**config.mk**
```make
export PLATFORM = sky130hd
export DESIGN_NAME = tx_vthernet_mac
export DESIGN_NICKNAME = d
export VERILOG_FILES = /design/src/rtl/tx_vthernet_mac.sv
export SDC_FILE = /design/constraint.sdc
export NUM_CORES = 1
export LEC_CHECK = 0
export ABC_AREA = 1
export BUFFER_PORTS_ARGS = -buffer_cell sky130_fd_sc_hd__clkbuf_2
export CAP_MARGIN = 20
export CORE_MARGIN = 3
export CORE_UTILIZATION = 30
export CTS_BUF_LIST = sky130_fd_sc_hd__clkbuf_8
export DETAILED_ROUTE_END_ITERATION = 10
export GPL_TIMING_DRIVEN = 0
export PLACE_DENSITY = 0.42
export SLEW_MARGIN = 10
export SYNTH_ARGS = -nofsm -noshare
export SYNTH_HDL_FRONTEND = slang
export SYNTH_SLANG_ARGS = --single-unit
```
**constraint.sdc**
```tcl
create_clock -name wb_clk_i -period 7.49 [get_ports wb_clk_i]
set_input_delay 1.1235 -clock wb_clk_i [delete_from_list [all_inputs] [get_ports wb_clk_i]]
set_output_delay 1.1235 -clock wb_clk_i [all_outputs]
set_load 0.02 [all_outputs]
```
**src/rtl/tx_vthernet_mac.sv**
```systemverilog
// -----------------------------------------------------------------------------
// tx_vthernet_mac -- GMII transmit MAC.
//
// On an accepted start command the MAC streams one frame onto GMII. The frame
// is the preamble (0x55 x PRE_LEN), the SFD (0xD5), tx_len bytes read from the
// TX byte buffer, zero padding up to MIN_FRAME bytes, and the CRC-32 FCS sent
// least significant byte first. The inter-frame gap follows, and then a
// one-cycle completion interrupt. Everything runs on wb_clk_i (125 MHz).
//
// Ports
//   wb_clk_i     in   clock
//   wb_rst_i     in   synchronous active-high reset
//   tx_start     in   start request, looked at only while idle
//   tx_len       in   frame byte count (excl. FCS), captured with tx_start
//   tx_busy      out  frame in progress, from accept to the end of the IFG
//   tx_irq       out  one-cycle pulse after the last IFG cycle
//   tx_err       out  one-cycle pulse when a start is rejected (bad length)
//   tx_mem_rd    out  buffer read enable
//   tx_mem_addr  out  buffer read address
//   tx_mem_dout  in   buffer read data, valid one cycle after tx_mem_rd
//   TX_EN        out  GMII transmit enable
//   TXD          out  GMII transmit data
//   TX_ER        out  GMII transmit error, tied low
// -----------------------------------------------------------------------------
module tx_vthernet_mac #(
    parameter int ADDR_W    = 11,
    parameter int MAX_LEN   = 1514,
    parameter int MIN_FRAME = 60,
    parameter int PRE_LEN   = 7,
    parameter int IFG_BYTES = 12
) (
    input  logic              wb_clk_i,
    input  logic              wb_rst_i,
    input  logic              tx_start,
    input  logic [ADDR_W-1:0] tx_len,
    output logic              tx_busy,
    output logic              tx_irq,
    output logic              tx_err,
    output logic              tx_mem_rd,
    output logic [ADDR_W-1:0] tx_mem_addr,
    input  logic [7:0]        tx_mem_dout,
    output logic              TX_EN,
    output logic [7:0]        TXD,
    output logic              TX_ER
);

    // Byte counter is one bit wider than the address so it never wraps.
    localparam int CW = ADDR_W + 1;

    localparam logic [CW-1:0] PRE_LAST  = CW'(PRE_LEN - 1);
    localparam logic [CW-1:0] PAD_LAST  = CW'(MIN_FRAME - 1);
    localparam logic [CW-1:0] IFG_LAST  = CW'(IFG_BYTES - 1);
    localparam logic [CW-1:0] FCS_LAST  = CW'(3);
    localparam logic [CW-1:0] MAX_LEN_C = CW'(MAX_LEN);
    localparam logic [CW-1:0] MIN_FR_C  = CW'(MIN_FRAME);
    localparam logic [31:0]   CRC_POLY  = 32'hEDB8_8320;

    typedef enum logic [2:0] {
        S_IDLE,
        S_PREAMBLE,
        S_SFD,
        S_DATA,
        S_PAD,
        S_FCS,
        S_IFG
    } state_t;

    state_t              state_q, state_d;
    logic [CW-1:0]       cnt_q, cnt_d;
    logic [ADDR_W-1:0]   len_q, len_d;
    logic [31:0]         crc_q, crc_d;
    logic                tx_en_q, tx_en_d;
    logic [7:0]          txd_q, txd_d;
    logic                busy_q, busy_d;
    logic                irq_q, irq_d;
    logic                err_q, err_d;
    logic                rd_q, rd_d;
    logic [ADDR_W-1:0]   addr_q, addr_d;

    logic [CW-1:0]       len_ext;
    logic [CW-1:0]       next_rd_idx;
    logic [31:0]         fcs;

    // One byte of the reflected CRC-32 update, LSB first.
    function automatic logic [31:0] crc_step(input logic [31:0] c, input logic [7:0] b);
        logic [31:0] r;
        r = c ^ {24'h0, b};
        for (int k = 0; k < 8; k++) begin
            r = r[0] ? ((r >> 1) ^ CRC_POLY) : (r >> 1);
        end
        return r;
    endfunction

    assign len_ext     = {1'b0, len_q};
    assign next_rd_idx = {1'b0, addr_q} + CW'(1);
    assign fcs         = ~crc_q;

    always_comb begin
        // NOTE: every signal gets a default first so no path leaves it unassigned (no latch).
        state_d = state_q;
        cnt_d   = cnt_q;
        len_d   = len_q;
        err_d   = 1'b0;

        // Next-state logic. cnt runs through DATA and on into PAD so the pad
        // ends when the combined byte count reaches MIN_FRAME.
        unique case (state_q)
            S_IDLE: begin
                if (tx_start) begin
                    if ((tx_len != '0) && ({1'b0, tx_len} <= MAX_LEN_C)) begin
                        state_d = S_PREAMBLE;
                        cnt_d   = '0;
                        len_d   = tx_len;
                    end else begin
                        err_d = 1'b1;
                    end
                end
            end
            S_PREAMBLE: begin
                if (cnt_q == PRE_LAST) begin
                    state_d = S_SFD;
                    cnt_d   = '0;
                end else begin
                    cnt_d = cnt_q + CW'(1);
                end
            end
            S_SFD: begin
                state_d = S_DATA;
                cnt_d   = '0;
            end
            S_DATA: begin
                if (cnt_q == len_ext - CW'(1)) begin
                    if (len_ext < MIN_FR_C) begin
                        state_d = S_PAD;
                        cnt_d   = cnt_q + CW'(1);
                    end else begin
                        state_d = S_FCS;
                        cnt_d   = '0;
                    end
                end else begin
                    cnt_d = cnt_q + CW'(1);
                end
            end
            S_PAD: begin
                if (cnt_q == PAD_LAST) begin
                    state_d = S_FCS;
                    cnt_d   = '0;
                end else begin
                    cnt_d = cnt_q + CW'(1);
                end
            end
            S_FCS: begin
                if (cnt_q == FCS_LAST) begin
                    state_d = S_IFG;
                    cnt_d   = '0;
                end else begin
                    cnt_d = cnt_q + CW'(1);
                end
            end
            S_IFG: begin
                if (cnt_q == IFG_LAST) begin
                    state_d = S_IDLE;
                    cnt_d   = '0;
                end else begin
                    cnt_d = cnt_q + CW'(1);
                end
            end
            default: begin
                state_d = S_IDLE;
                cnt_d   = '0;
            end
        endcase

        // Outputs are registered, so they are decoded from the state being
        // entered: the wire shows exactly what the next state stands for.
        tx_en_d = 1'b0;
        txd_d   = 8'h00;
        crc_d   = crc_q;
        unique case (state_d)
            S_PREAMBLE: begin
                tx_en_d = 1'b1;
                txd_d   = 8'h55;
                crc_d   = 32'hFFFF_FFFF;
            end
            S_SFD: begin
                tx_en_d = 1'b1;
                txd_d   = 8'hD5;
            end
            S_DATA: begin
                tx_en_d = 1'b1;
                txd_d   = tx_mem_dout;
                crc_d   = crc_step(crc_q, tx_mem_dout);
            end
            S_PAD: begin
                tx_en_d = 1'b1;
                txd_d   = 8'h00;
                crc_d   = crc_step(crc_q, 8'h00);
            end
            S_FCS: begin
                tx_en_d = 1'b1;
                unique case (cnt_d[1:0])
                    2'd0:    txd_d = fcs[7:0];
                    2'd1:    txd_d = fcs[15:8];
                    2'd2:    txd_d = fcs[23:16];
                    default: txd_d = fcs[31:24];
                endcase
            end
            default: begin
                tx_en_d = 1'b0;
                txd_d   = 8'h00;
            end
        endcase

        busy_d = (state_d != S_IDLE);
        irq_d  = (state_q == S_IFG) && (state_d == S_IDLE);

        // Buffer reads run one per cycle, len reads in total, starting in the
        // last preamble cycle. With the one-cycle buffer latency and the output
        // register each byte reaches TXD two cycles after its read.
        rd_d   = 1'b0;
        addr_d = addr_q;
        if (rd_q && (next_rd_idx < len_ext)) begin
            rd_d   = 1'b1;
            addr_d = addr_q + ADDR_W'(1);
        end else if ((state_d == S_PREAMBLE) && (cnt_d == PRE_LAST)) begin
            rd_d   = 1'b1;
            addr_d = '0;
        end
    end

    // NOTE: sequential state uses non-blocking assignments so all flops update together.
    always_ff @(posedge wb_clk_i) begin
        // NOTE: reset is synchronous and clears every flop, so a reset mid-frame
        // drops TX_EN on the same edge and no stale read or interrupt survives.
        if (wb_rst_i) begin
            state_q <= S_IDLE;
            cnt_q   <= '0;
            len_q   <= '0;
            crc_q   <= 32'hFFFF_FFFF;
            tx_en_q <= 1'b0;
            txd_q   <= 8'h00;
            busy_q  <= 1'b0;
            irq_q   <= 1'b0;
            err_q   <= 1'b0;
            rd_q    <= 1'b0;
            addr_q  <= '0;
        end else begin
            state_q <= state_d;
            cnt_q   <= cnt_d;
            len_q   <= len_d;
            crc_q   <= crc_d;
            tx_en_q <= tx_en_d;
            txd_q   <= txd_d;
            busy_q  <= busy_d;
            irq_q   <= irq_d;
            err_q   <= err_d;
            rd_q    <= rd_d;
            addr_q  <= addr_d;
        end
    end

    assign TX_EN       = tx_en_q;
    assign TXD         = txd_q;
    assign TX_ER       = 1'b0;
    assign tx_busy     = busy_q;
    assign tx_irq      = irq_q;
    assign tx_err      = err_q;
    assign tx_mem_rd   = rd_q;
    assign tx_mem_addr = addr_q;

endmodule

```
==> reports/metrics.csv <==
stage;metric;value;unit
sta;drv_slew;0;
detailed_routing;vias;6213;
logic_synthesis;synth_seq_cells;82;
pwr;peakVddDrop;98.65;uV
floorplan;num_rows;53;
detailed_routing;first_pass_iters;5;
sta;max_freq;301.4;MHz
critical_path;worstSetupPathType;in2reg;
global_route;antenna_found_initial;0;
critical_path;cp-end-kind;flop;
logic_synthesis;async_flop_share;0;%
critical_path;critPathArrivalTime;3590;ps
finish;drive_above_1_share;13.71;%
sta;clock_skew;19.74;ps
min_path;hold_path.class;reg2reg;
global_route;grt_max_degree;15;
global_route;grt_pass1_vias;6065;
detailed_routing;drc;0;
clock_tree;clock_latency;390;ps
logic_synthesis;synth_nets;991;
sta;rsz0062_at_grt;false;
logic_synthesis;synth_compound_area_share;14.12;%
critical_path;critPathRequiredTime;7760;ps
logic_synthesis;synth-xor-area-share;22.05;%
clock_tree;post_cts_resized;0;
logic_synthesis;synth_mux_area_share;0;%
detailed_routing;antenna_left;0;
critical_path;timing.rr.start;state_q[0]$_SDFF_PP0_;
detailed_routing;wirelength;22850;um
clock_tree;clk_pin_slew;90;ps
critical_path;regToRegSetupSlack;4270;ps
min_path;hold_path_depth;2;
clock_tree;cts_hold_buffers;0;
finish;n_antenna_cell;0;
place;hpwl;17680;um
critical_path;startpoint_type;primary input;
floorplan;die_w;154.1;um
clock_tree;cts_max_level;3;
critical_path;crit_path_max_fanout;10;
floorplan;die_y;154.1;um
logic_synthesis;synthSimpleGateAreaFrac;27.23;%
clock_tree;cts_tree;built;
clock_tree;cts_buffer_depth;2;
sta;setup_violations;0;
critical_path;rr_endpoint;TXD[1]$_SDFF_PP0_;
clock_tree;cts_num_sinks;82;
sta;tns;0;ps
sta;relSlewSlack;38.49;%
global_route;overflow;0;
detailed_routing;first_iter_violations;363;
sta;fin_crit;3317;ps
finish;fillers;2330;
logic_synthesis;synth_edf_count;0;
detailed_routing;wl_per_cell;17.73;um
finish;final_nets;1046;
floorplan;die_area;0.02373;mm^2
sta;period_share;44.29;%
logic_synthesis;ys.flop_type;dfxtp_1;
logic_synthesis;synthesis.area;0.006576;mm^2
job;maxCapViolCount;0;
logic_synthesis;ys_warn_count;0;
finish;final_cell_area;0.007341;mm^2
sta;worstMarginPinSlew;916.1;ps
global_route;grt_first_pass_wirelength;36020;um
logic_synthesis;syn_avg_cell_area;6.886;um^2
logic_synthesis;synth_cell_types;43;
logic_synthesis;netlist_instances;955;
place;place.port_buffers;44;
detailed_routing;vias_per_cell;4.820;
min_path;hold_start;tx_mem_addr[10]$_SDFFE_PP0P_;
outcome;status;finished, final reports clean;
floorplan;io-pin-count;47;
global_route;grtUsageTotal;19.55;%
clock_tree;cts_buffers;9;
logic_synthesis;synth_top_family_by_area;simple AND/OR/NAND/NOR gates;
critical_path;reg2reg_depth;8;
clock_tree;root_buffer;clkbuf_8;
min_path;worstHoldEndpoint;tx_mem_addr[10]$_SDFFE_PP0P_;
clock_tree;post_cts_buffers;0;
finish;area_delta_synth_final;11.62;%
sta;hold_violations;0;
place;gp_congestion;0.8807;
floorplan;core_area;0.02129;mm^2
logic_synthesis;ys_seq_area_share;24.96;%
floorplan;start_util;30.89;%
place;place_area;0.007141;mm^2
pwr;p_leak;3.227;nW
pwr;power_density;194.3;mW/mm^2
logic_synthesis;synthAdderAreaFrac;2.664;%
-- routing by layer --
metal / up-vias / track usage, % / routed length (um)
li1: 3191 / - / -
met1: 2844 / 26.73 / 10970
met2: 149 / 31.47 / 10440
met3: 29 / 3.237 / 892
met4: 0 / 6.182 / 552
met5: - / 0 / 0
-- through the flow --
| stage | total power, mW | util [%] | std cells | setup WS (ps) | hold WS [ps] |
|---|---|---|---|---|---|
| global route | 1.520 | 34.49 | 1289 | 3977 | 552.5 |
| detailed placement | 1.076 | 33.54 | 1274 | 3830 | 504.8 |
| floorplan | 0.9337 | - | 955 | 4671 | 458.4 |
| finish | 1.426 | 34.49 | 1289 | 4173 | 512.6 |
| CTS | 1.443 | 34.49 | 1289 | 4235 | 522.3 |
| global placement | 1.080 | 33.54 | 1274 | 3701 | 509.3 |
-- cells in the final DEF, fill, tap and decap left out, types with 23 or more instances in the layout --
cell type    n
xor2_1      89
nor2_1      71
dfxtp_1     82
o21ai_0     58
o21ai_1     23
inv_1       86
nand2_1    193
nand3_1     88
a21oi_1     50
xnor2_1     46
clkbuf_2    45
-- critical path, cell delays in order --
cell	delay, ps
clkbuf_2	110
nand2_1	70
nand2_1	50
a21oi_1	100
o21ai_0	80
nand2_1	110
nand3_1	270
nand2_1	250
a21oi_4	80
nor2_4	290
clkbuf_1	570
nand2_1	170
a21oi_1	300
-- cell families (layout without fill, tap and decap cells) --
kind of cell,after synthesis,in the layout
AOI/OAI and AO/OA,165,165
xor gates and xnor gates,148,148
adders and majority gates,14,14
buffers and inverters,140,199
DFF,82,82
other,1,1
and+or+nand+nor,405,405
-- worst max path at each step --
stage / depth (start not counted) / from / end / slack (ps)
final: 13 / tx_len[1] / TXD[1]$_SDFF_PP0_ / 4170
after CTS: 13 / tx_len[1] / TXD[1]$_SDFF_PP0_ / 4230
after global placement: 13 / tx_len[1] / TXD[1]$_SDFF_PP0_ / 3700
after detailed placement: 14 / tx_len[3] / crc_q[19]$_SDFFE_PP1P_ / 3830
after floorplan: 10 / tx_mem_dout[5] / crc_q[24]$_SDFFE_PP1P_ / 4670
after global routing: 17 / len_q[0]$_SDFFE_PP0P_ / crc_q[10]$_SDFFE_PP1P_ / 3980
-- Yosys cell counts, types with 2 or more instances --
cell / count / area share [%]
inv_1: 86 / 4.9
buf_4: 3 / 0.34
o22ai_1: 2 / 0.19
a31oi_1: 2 / 0.19
nand2_1: 193 / 11
or2_2: 8 / 0.76
o211ai_1: 22 / 2.5
nand2_2: 8 / 0.76
nand4_1: 7 / 0.67
xor2_1: 89 / 12
nand3b_1: 3 / 0.34
dfxtp_1: 82 / 25
nor3_1: 9 / 0.68
o211ai_2: 2 / 0.38
inv_2: 11 / 0.63
nor2_4: 4 / 0.68
xor2_4: 3 / 1.3
xnor2_4: 2 / 0.84
o21ai_0: 58 / 4.4
xnor2_2: 4 / 0.99
buf_2: 15 / 1.1
nor2_2: 7 / 0.67
o21ai_1: 23 / 1.8
buf_6: 4 / 0.68
a21oi_1: 50 / 3.8
o31ai_1: 2 / 0.23
nand3_1: 88 / 6.7
nor4_1: 4 / 0.38
xor2_2: 4 / 0.99
nor2_1: 71 / 4.1
xnor2_1: 46 / 6.1
ha_1: 14 / 2.7
clkbuf_1: 19 / 1.1
-- sequential cells by signal (all words and copies together) (netlist names) --
signal       flops
tx_mem_addr     11
len_q           11
crc_q           32
TX_EN            1
tx_busy          1
tx_mem_rd        1
cnt_q           12
tx_irq           1
TXD              8
tx_err           1
state_q          3
-- area by class of cell --
class	instances	area, um^2	area share [%]
Tap cell	275	344.1	4.687
Clock inverter	5	62.56	0.8522
Buffer	42	219.0	2.983
Clock buffer	10	137.6	1.875
Multi-Input combinational cell	733	4348	59.23
Inverter	98	367.9	5.011
Sequential cell	82	1642	22.36
Timing Repair Buffer	44	220.2	3.000
-- report_power, final --
group	switching (mW)	internal (mW)
registers	0.0210	0.459
logic	0.370	0.220
clock network	0.193	0.164
Note: power is estimated with default switching activity, not from simulation.
